[config.mk]
export PLATFORM = sky130hd
export DESIGN_NAME = dac_sample_sched_flat
export DESIGN_NICKNAME = d
export VERILOG_FILES = /design/src/rtl/dac_sample_sched_if.sv /design/src/rtl/dac_sample_sched.sv /design/src/flat_wrapper.sv
export SDC_FILE = /design/constraint.sdc
export NUM_CORES = 1
export LEC_CHECK = 0
export BUFFER_PORTS_ARGS = -buffer_cell sky130_fd_sc_hd__buf_4
export CORE_UTILIZATION = 50
export DETAILED_ROUTE_END_ITERATION = 8
export GPL_ROUTABILITY_DRIVEN = 0
export HOLD_SLACK_MARGIN = 0.02
export PLACE_DENSITY = 0.7
export SLEW_MARGIN = 15
export SYNTH_ARGS = -nofsm -noshare
export SYNTH_HDL_FRONTEND = slang
export SYNTH_SLANG_ARGS = --single-unit
[constraint.sdc]
create_clock -name sysclk -period 2.9 [get_ports sysclk]
set_input_delay 0.435 -clock sysclk [delete_from_list [all_inputs] [get_ports sysclk]]
set_output_delay 0.435 -clock sysclk [all_outputs]
set_load 0.01 [all_outputs]
[src/rtl/dac_sample_sched_if.sv]
// Bundle of the sample-source, spi2dac and status signals around dac_sample_sched.
// Slot handshake: a sample moves when x_valid && x_ready on a rising edge; the source must hold x_data stable while x_valid is high.
interface dac_sample_sched_if #(
  parameter int DW = 10,
  parameter int CW = 8
);
  logic          tick;
  logic [1:0]    mode;
  logic          a_valid;
  logic [DW-1:0] a_data;
  logic          a_ready;
  logic          b_valid;
  logic [DW-1:0] b_data;
  logic          b_ready;
  logic          spi_busy;
  logic [DW-1:0] dac_data;
  logic          dac_load;
  logic [1:0]    last_src;
  logic [CW-1:0] underrun_cnt;
  logic [CW-1:0] overrun_cnt;
  logic [1:0]    dbg_state;

  modport master (
    output tick, mode, a_valid, a_data, b_valid, b_data, spi_busy,
    input  a_ready, b_ready, dac_data, dac_load, last_src,
           underrun_cnt, overrun_cnt, dbg_state
  );

  modport slave (
    input  tick, mode, a_valid, a_data, b_valid, b_data, spi_busy,
    output a_ready, b_ready, dac_data, dac_load, last_src,
           underrun_cnt, overrun_cnt, dbg_state
  );
endinterface

[src/rtl/dac_sample_sched.sv]
// Two-channel sample scheduler for the shared spi2dac path: one launch per tick,
// one pending sample per channel, underrun/overrun accounting.
module dac_sample_sched #(
  parameter int DW = 10,
  parameter int CW = 8
) (
  input  logic               sysclk,
  input  logic               rst,
  dac_sample_sched_if.slave  bus
);
  typedef enum logic [1:0] {IDLE = 2'd0, LOAD = 2'd1, ARM = 2'd2, XFER = 2'd3} state_t;

  localparam logic [1:0] SRC_A   = 2'd0;
  localparam logic [1:0] SRC_B   = 2'd1;
  localparam logic [1:0] SRC_MIX = 2'd2;
  localparam logic [1:0] SRC_REP = 2'd3;
  localparam logic [CW-1:0] CNT_MAX = {CW{1'b1}};

  state_t        state;
  logic          a_full, b_full;
  logic [DW-1:0] a_q, b_q;
  logic          rr_b;
  logic          take_a, take_b;
  logic [1:0]    arm_cnt;
  logic [DW-1:0] dac_q;
  logic          load_q;
  logic [1:0]    src_q;
  logic [CW-1:0] under_q, over_q;

  logic          sel_a, sel_b;
  logic [DW-1:0] sel_data;
  logic [1:0]    sel_src;
  logic          sel_rep;
  logic [DW-1:0] avg;

  // Sum is formed at DW+1 bits so 3FF+3FF averages to 3FF without overflow.
  assign avg = DW'(({1'b0, a_q} + {1'b0, b_q}) >> 1);

  always_comb begin
    sel_a    = 1'b0;
    sel_b    = 1'b0;
    sel_data = dac_q;
    sel_src  = SRC_REP;
    case (bus.mode)
      2'd0: if (a_full) begin sel_a = 1'b1; sel_data = a_q; sel_src = SRC_A; end
      2'd1: if (b_full) begin sel_b = 1'b1; sel_data = b_q; sel_src = SRC_B; end
      2'd2: begin
        if (!rr_b && a_full)     begin sel_a = 1'b1; sel_data = a_q; sel_src = SRC_A; end
        else if (rr_b && b_full) begin sel_b = 1'b1; sel_data = b_q; sel_src = SRC_B; end
        else if (a_full)         begin sel_a = 1'b1; sel_data = a_q; sel_src = SRC_A; end
        else if (b_full)         begin sel_b = 1'b1; sel_data = b_q; sel_src = SRC_B; end
      end
      default: if (a_full && b_full) begin
        sel_a = 1'b1; sel_b = 1'b1; sel_data = avg; sel_src = SRC_MIX;
      end
    endcase
    sel_rep = (sel_src == SRC_REP);
  end

  // Selection is registered on the tick edge so dac_data and dac_load are valid together in LOAD;
  // the consumed slots are released on the edge leaving LOAD.
  always_ff @(posedge sysclk or posedge rst) begin
    if (rst) begin
      state   <= IDLE;
      a_full  <= 1'b0;
      b_full  <= 1'b0;
      a_q     <= '0;
      b_q     <= '0;
      rr_b    <= 1'b0;
      take_a  <= 1'b0;
      take_b  <= 1'b0;
      arm_cnt <= '0;
      dac_q   <= '0;
      load_q  <= 1'b0;
      src_q   <= SRC_REP;
      under_q <= '0;
      over_q  <= '0;
    end else begin
      load_q <= 1'b0;
      if (bus.a_valid && !a_full) begin a_full <= 1'b1; a_q <= bus.a_data; end
      if (bus.b_valid && !b_full) begin b_full <= 1'b1; b_q <= bus.b_data; end
      if (bus.tick && state != IDLE && over_q != CNT_MAX) over_q <= over_q + CW'(1);
      case (state)
        IDLE: if (bus.tick) begin
          state  <= LOAD;
          load_q <= 1'b1;
          dac_q  <= sel_data;
          src_q  <= sel_src;
          take_a <= sel_a;
          take_b <= sel_b;
          if (sel_rep && under_q != CNT_MAX) under_q <= under_q + CW'(1);
          if (bus.mode == 2'd2 && !sel_rep) rr_b <= !rr_b;
        end
        LOAD: begin
          if (take_a) a_full <= 1'b0;
          if (take_b) b_full <= 1'b0;
          take_a  <= 1'b0;
          take_b  <= 1'b0;
          arm_cnt <= '0;
          state   <= ARM;
        end
        ARM: begin
          // Lost-start guard: give spi2dac four cycles to raise busy.
          if (bus.spi_busy)         state <= XFER;
          else if (arm_cnt == 2'd3) state <= IDLE;
          else                      arm_cnt <= arm_cnt + 2'd1;
        end
        XFER: if (!bus.spi_busy) state <= IDLE;
        default: state <= IDLE;
      endcase
    end
  end

  assign bus.a_ready      = !a_full;
  assign bus.b_ready      = !b_full;
  assign bus.dac_data     = dac_q;
  assign bus.dac_load     = load_q;
  assign bus.last_src     = src_q;
  assign bus.underrun_cnt = under_q;
  assign bus.overrun_cnt  = over_q;
  assign bus.dbg_state    = state;
endmodule

[src/flat_wrapper.sv]
// flat-port wrapper written by rule: the top's interface ports become plain ports
module dac_sample_sched_flat 
#(
  parameter int DW = 10,
  parameter int CW = 8
)
  (sysclk, rst, bus_tick, bus_mode, bus_a_valid, bus_a_data, bus_b_valid, bus_b_data, bus_spi_busy, bus_a_ready, bus_b_ready, bus_dac_data, bus_dac_load, bus_last_src, bus_underrun_cnt, bus_overrun_cnt, bus_dbg_state);
  dac_sample_sched_if #(.DW(DW), .CW(CW)) bus_i ();
  input  logic sysclk;
  input  logic rst;
  input wire logic [$bits(bus_i.tick)-1:0] bus_tick;
  input wire logic [$bits(bus_i.mode)-1:0] bus_mode;
  input wire logic [$bits(bus_i.a_valid)-1:0] bus_a_valid;
  input wire logic [$bits(bus_i.a_data)-1:0] bus_a_data;
  input wire logic [$bits(bus_i.b_valid)-1:0] bus_b_valid;
  input wire logic [$bits(bus_i.b_data)-1:0] bus_b_data;
  input wire logic [$bits(bus_i.spi_busy)-1:0] bus_spi_busy;
  output wire logic [$bits(bus_i.a_ready)-1:0] bus_a_ready;
  output wire logic [$bits(bus_i.b_ready)-1:0] bus_b_ready;
  output wire logic [$bits(bus_i.dac_data)-1:0] bus_dac_data;
  output wire logic [$bits(bus_i.dac_load)-1:0] bus_dac_load;
  output wire logic [$bits(bus_i.last_src)-1:0] bus_last_src;
  output wire logic [$bits(bus_i.underrun_cnt)-1:0] bus_underrun_cnt;
  output wire logic [$bits(bus_i.overrun_cnt)-1:0] bus_overrun_cnt;
  output wire logic [$bits(bus_i.dbg_state)-1:0] bus_dbg_state;
  assign bus_i.tick = bus_tick;
  assign bus_i.mode = bus_mode;
  assign bus_i.a_valid = bus_a_valid;
  assign bus_i.a_data = bus_a_data;
  assign bus_i.b_valid = bus_b_valid;
  assign bus_i.b_data = bus_b_data;
  assign bus_i.spi_busy = bus_spi_busy;
  assign bus_a_ready = bus_i.a_ready;
  assign bus_b_ready = bus_i.b_ready;
  assign bus_dac_data = bus_i.dac_data;
  assign bus_dac_load = bus_i.dac_load;
  assign bus_last_src = bus_i.last_src;
  assign bus_underrun_cnt = bus_i.underrun_cnt;
  assign bus_overrun_cnt = bus_i.overrun_cnt;
  assign bus_dbg_state = bus_i.dbg_state;
  dac_sample_sched #(.DW(DW), .CW(CW)) u_core (.sysclk(sysclk), .rst(rst), .bus(bus_i));
endmodule
==> flow_summary.yaml, run 1 <==
sta:
  finalMaxSlewViolations: 0
  worst_pin_slew_ns: 0.750
  fin_setup_tns_ns: 0
  finalHoldViolCount: 0
  rsz0062_at_grt: "false"
  period_minus_slack_ns: 2.31
  whs_ns: 0.140
  slew_headroom: 0.487
  setup_viol: 0
  clock_skew_ns: 0.0103
  timing.final.crit_share: 0.796
  fmax_ghz: 0.433
pwr:
  peakVddDrop_uv: 468
  finalPower_mw: 4.44
  p_per_area_nw_per_um2: 1050
  leakage_nw: 1.97
route:
  routed_wl_um: 8480
  ant_nets: 0
  drt_iter0_drc: 238
  dr.pass1.iters: 5
  route.detailed.drc: 0
  routed_via_density: 5.82
  vias: 3049
  wire_per_inst_um: 16.2
finish:
  drive_gt1_frac: 0.278
  final_nets: 464
  num_antenna_cells: 0
  syn2layout_area_growth_pct: 20.1
  instances_no_fill: 524
grt:
  grt_max_degree: 32
  first_global_vias: 2886
  track_usage: 0.248
  grt_antenna_before_repair: 0
  grt_pass1_wl_um: 14200
  grt_overflow: 0
cts:
  cts_buffer_depth: 2
  hold_buffers: 0
  tritoncts: "done"
  clock-sinks: 58
  cts_setup_buffers: 0
  post_cts_resized: 0
  htreeDepth: 3
  clock_latency_ns: 0.35
  numCtsBuffers: 9
  clk_pin_slew_ns: 0.08
  clock_tree.root_cell: "clkbuf_8"
yosys:
  ys_seq_area_frac: 0.413
  yosys.area.top_type: "dfrtp_1"
  synth_most_common_cell: "dfrtp_1"
  async_reset_ff_frac: 1.00
  synth_edf_count: 0
  synth_cell_types: 58
  synth_top_area_frac: 0.398
  synthFlopType: "dfrtp_1"
  synth_warnings: 0
  synth_nets: 405
  ys_ff_latch: 58
  synthTopCellsByArea: "dfrtp_1, mux2_2, ha_1"
  synth.avg_cell_area_um2: 9.67
  syn_inst: 364
  synth_common_cells: "dfrtp_1, nor2_1, nand2_1"
  netlist_area_um2: 3520
die:
  dieArea_um2: 7380
  num_rows: 30
  core_area_um2: 6790
  start_util: 0.518
  die_h_um: 85.9
  io_pins: 61
  die_w_um: 85.9
critical_path:
  arrival_ns: 2.58
  startpoint_type: "flop"
  worstPathCellList: "or3b_1 -> clkinv_4 -> o21ai_2 -> or3b_1 -> nor3_2 -> xor2_1"
  reg2reg_from: "u_core.bus.dbg_state[1]"
  cp.required_ns: 3.17
  rr_endpoint: "u_core.bus.underrun_cnt[5]"
  setup.worst_path.class: "flop to flop"
  path_max_fanout: 12
  crit_slowest_cell: "or3b_1"
  cpPeakStageDelay_ns: 0.57
  worstSetupEndpointType: "flop"
  crit_top_cell: "or3b_1"
  worstRegToRegCells: 6
  r2r_slack_ns: 0.59
place:
  dp.cells: 508
  numPortBuffers: 60
  dp_hpwl_um: 5960
job:
  cap_violations: 0
min_path:
  hold_path_class: "input port to async pin"
status:
  status: "complete, no violations"
[cells by family (layout without fill, tap and decap cells)]
| group | after synthesis | after routing | synth area share |
|---|---|---|---|
| AOI/OAI and AO/OA | 99 | 99 | 0.193 |
| DFF | 58 | 58 | 0.413 |
| muxes | 32 | 32 | 0.0992 |
| and+or+nand+nor | 115 | 115 | 0.164 |
| buffers and inverters | 31 | 95 | 0.0419 |
| xor gates and xnor gates | 16 | 16 | 0.0398 |
| adders and majority gates | 13 | 13 | 0.0483 |
[placed cells by master (no fill, tap or decap), types with 7 or more instances in the layout]
cell and instances:
nand3_1 9, ha_1 12, dfrtp_1 56, nor2_1 32
nand4_1 9, nand2_1 29, o21ai_0 18, buf_4 68
mux2_2 23, mux2i_1 9, clkbuf_8 9, a21oi_1 20
inv_1 9, nor2b_1 11, xor2_1 10, o211ai_1 7
[critical path: cells and delay by family, from the launching register on]
family / cells / cell delay, ns
xor gates and xnor gates: 1 / 0.16
buffers and inverters: 1 / 0.12
and+or+nand+nor: 3 / 1.39
AOI/OAI and AO/OA: 1 / 0.05
DFF: 1 / 0.50
[worst max path at each step]
| stage | from | end | slack [ns] | cells after the start |
|---|---|---|---|---|
| 6_report | u_core.bus.dbg_state[1] | u_core.bus.underrun_cnt[5] | 0.59 | 6 |
| 5_1_grt | u_core.bus.dbg_state[1] | u_core.bus.underrun_cnt[7] | 0.42 | 6 |
| 4_1_cts | u_core.bus.dbg_state[1] | u_core.bus.underrun_cnt[5] | 0.57 | 6 |
| 3_5_place_dp | u_core.bus.dbg_state[1] | u_core.bus.underrun_cnt[7] | 0.65 | 6 |
| 3_3_place_gp | u_core.bus.dbg_state[1] | u_core.bus.underrun_cnt[5] | 0.70 | 6 |
| 2_1_floorplan | u_core.bus.dbg_state[0] | u_core.bus.underrun_cnt[5] | 0.88 | 9 |
[metal layers]
metal	track usage	vias to the layer above	wire (um)
li1	-	1466	-
met1	0.329	1483	3860
met2	0.406	89	4070
met3	0.0626	11	443
met4	0.0682	0	101
met5	0	-	0
[final cells by class]
type / count / area, um^2
Clock buffer: 9 / 124
Clock inverter: 7 / 55.1
Fill cell: 582 / 2570
Inverter: 11 / 46.3
Multi-Input combinational cell: 275 / 1920
Sequential cell: 58 / 1450
Tap cell: 96 / 120
Timing Repair Buffer: 68 / 510
[power by group]
part	total [mW]	switching (mW)	internal, mW	leakage [nW]
Clock	0.687	0.372	0.315	0.0858
Combinational	2.17	1.10	1.07	1.17
Sequential	1.58	0.432	1.15	0.711
[state kept, by name (all words and copies together) (netlist names)]
signal                   cells
u_core.a_full                1
u_core.a_q                  10
u_core.arm_cnt               2
u_core.b_full                1
u_core.b_q                  10
u_core.bus.dac_data         10
u_core.bus.dac_load          1
u_core.bus.dbg_state         2
u_core.bus.last_src          2
u_core.bus.overrun_cnt       8
u_core.bus.underrun_cnt      8
u_core.rr_b                  1
u_core.take_a                1
u_core.take_b                1
[metrics by stage]
step,worst slack (ns),util,area (um^2)
2_1_floorplan,0.878,-,3520
3_3_place_gp,0.703,0.596,4050
3_5_place_dp,0.652,0.596,4050
4_1_cts,0.567,0.622,4230
5_1_grt,0.423,0.622,4230
6_report,0.593,0.622,4230
Power figures use the tool's default switching activity.
==> run 2: changes to the inputs <==
==> constraint.sdc (replaced) <==
create_clock -name sysclk -period 2.16 [get_ports sysclk]
set_input_delay 0.324 -clock sysclk [delete_from_list [all_inputs] [get_ports sysclk]]
set_output_delay 0.324 -clock sysclk [all_outputs]
set_load 0.01 [all_outputs]
==> run 2 against run 1 <==
Against the previous run:
- utilization up 2.2 points
- sequential share of layout area shrank 1.2 points
- clock skew down 0.0047 ns
- fmax increased by 14%
- sequential power rose by 30%
- die area unchanged
- first-iteration DRC count fell by 29%
- clock-buffer cell count up 4
- via count up 2.4%
- combinational power grew 46%
- wire length is 1.4% higher
- largest power group unchanged
- final cell count rose by 2.7%
==> flow_summary.yaml, run 2 (synthesis results as in run 1) <==
sta:
  finalMaxSlewViolations: 0
  fin_setup_tns_ns: 0
  finalHoldViolCount: 0
  fmax_ghz: 0.495
  slew_headroom: 0.708
  worst_pin_slew_ns: 0.427
  period_minus_slack_ns: 2.02
  rsz0062_at_grt: "false"
  timing.final.crit_share: 0.936
  whs_ns: 0.0398
  worst_slack_ns: 0.139
  setup_viol: 0
  clock_skew_ns: 0.00558
critical_path:
  path_max_fanout: 7
  startpoint_type: "flop"
  r2r_slack_ns: 0.14
  arrival_ns: 2.30
  cp.required_ns: 2.44
  worstSetupEndpointType: "flop"
  setup.worst_path.class: "flop to flop"
place:
  dp_hpwl_um: 6100
  numPortBuffers: 60
  dp_slack_ns: 0.0757
  postPlaceCellArea_um2: 4170
finish:
  final_nets: 478
  fillers: 575
  final_common_cell: "buf_4"
  mostFrequentLayoutCells: "buf_4, dfrtp_1, nor2_1"
  drive_gt1_frac: 0.305
  num_antenna_cells: 0
  syn2layout_area_growth_pct: 24.4
  design_area_um2: 4380
pwr:
  finalPower_mw: 6.24
  seqPwrFrac: 0.330
  pwr-share-comb: 0.507
  clockPowerShare: 0.164
  leakage_nw: 2.07
  p_per_area_nw_per_um2: 1420
  switchingPower_mw: 2.55
  switching_share: 0.408
  peakVddDrop_uv: 708
  intPower_mw: 3.69
cts:
  cts_buffer_depth: 2
  clock_latency_ns: 0.34
  clk_pin_slew_ns: 0.07
  cts_setup_buffers: 0
  tritoncts: "done"
  clock-sinks: 58
  clock_tree.root_cell: "clkbuf_8"
  hold_buffers: 0
  numCtsBuffers: 9
  htreeDepth: 3
route:
  route.detailed.drc: 0
  wire_per_inst_um: 16.0
  routed_wl_um: 8600
  dr.pass1.iters: 5
  vias: 3123
  ant_nets: 0
  drt_iter0_drc: 168
  routed_via_density: 5.80
die:
  num_rows: 30
  core_area_um2: 6790
  start_util: 0.518
  dieArea_um2: 7380
  io_pins: 61
  die_w_um: 85.9
  die_h_um: 85.9
grt:
  grt_pass1_wl_um: 14200
  grt_overflow: 0
  first_global_vias: 2934
  track_usage: 0.247
  grt_antenna_before_repair: 0
  grt_max_degree: 59
status:
  status: "complete, no violations"
min_path:
  hold_path_class: "input port to async pin"
job:
  cap_violations: 0
[run 2: changes by cell type in the layout (fill, tap and decap cells not counted), sizes merged]
cell / delta
bufinv: +1
inv: -1
clkinv: -2
buf: +14
clkinvlp: -2
clkbuf: +4
[run 2: timing repair]
action | in CTS | in global routing
gates resized for setup | 0 | 4
endpoints found under the hold margin | 0 | 0
endpoints found under the setup margin | 0 | 3
[run 2: worst paths after layout]
| path | to | cells after the start | startpoint |
|---|---|---|---|
| max | u_core.bus.dac_data[7] | 6 | u_core.b_q[4] |
| min | u_core.a_q[5] | 3 | rst |
| max reg2reg | u_core.bus.dac_data[7] | 6 | u_core.b_q[4] |
| min reg2reg | u_core.b_full | 1 | u_core.take_b |
| max in group asynchronous | u_core.bus.last_src[1] | 3 | rst |
| min in group sysclk | u_core.b_q[1] | 3 | bus_b_data[1] |
[run 2: final cells by class]
class                           count  area [um^2]  share of cell area
Tap cell                           96          120              0.0274
Clock inverter                      3         40.0             0.00914
Inverter                           11         46.3              0.0106
Clock buffer                       13          159              0.0363
Sequential cell                    58         1450               0.332
Timing Repair Buffer               82          628               0.143
Multi-Input combinational cell    275         1930               0.441
[run 2: layer usage]
layer	track usage	vias to the layer above	part of all wire
li1	-	1481	-
met1	0.337	1510	0.45
met2	0.391	114	0.48
met3	0.0414	18	0.055
met4	0.102	0	0.020
met5	0	-	0
[run 2: metrics by stage]
stage	cells	util
after global routing	538	0.645
after global placement	522	0.613
after detailed placement	522	0.613
after CTS	538	0.643
final	538	0.645
after floorplan	364	-
[run 2: critical path: stages (launching register included)]
cell     delay, ns
dfrtp_1       0.43
ha_1          0.39
a21o_1        0.20
a21oi_1       0.31
a21oi_1       0.15
or3_1         0.38
nand3_1       0.09
[run 2: power by group through the flow]
stage / logic [mW] / clock network (mW) / registers (mW)
after detailed placement: 3.09 / 0 / 2.07
final: 3.16 / 1.02 / 2.06
after global routing: 3.48 / 1.09 / 2.12
after global placement: 3.02 / 0 / 2.05
after floorplan: 2.08 / 0 / 2.01
after CTS: 3.12 / 1.04 / 2.05
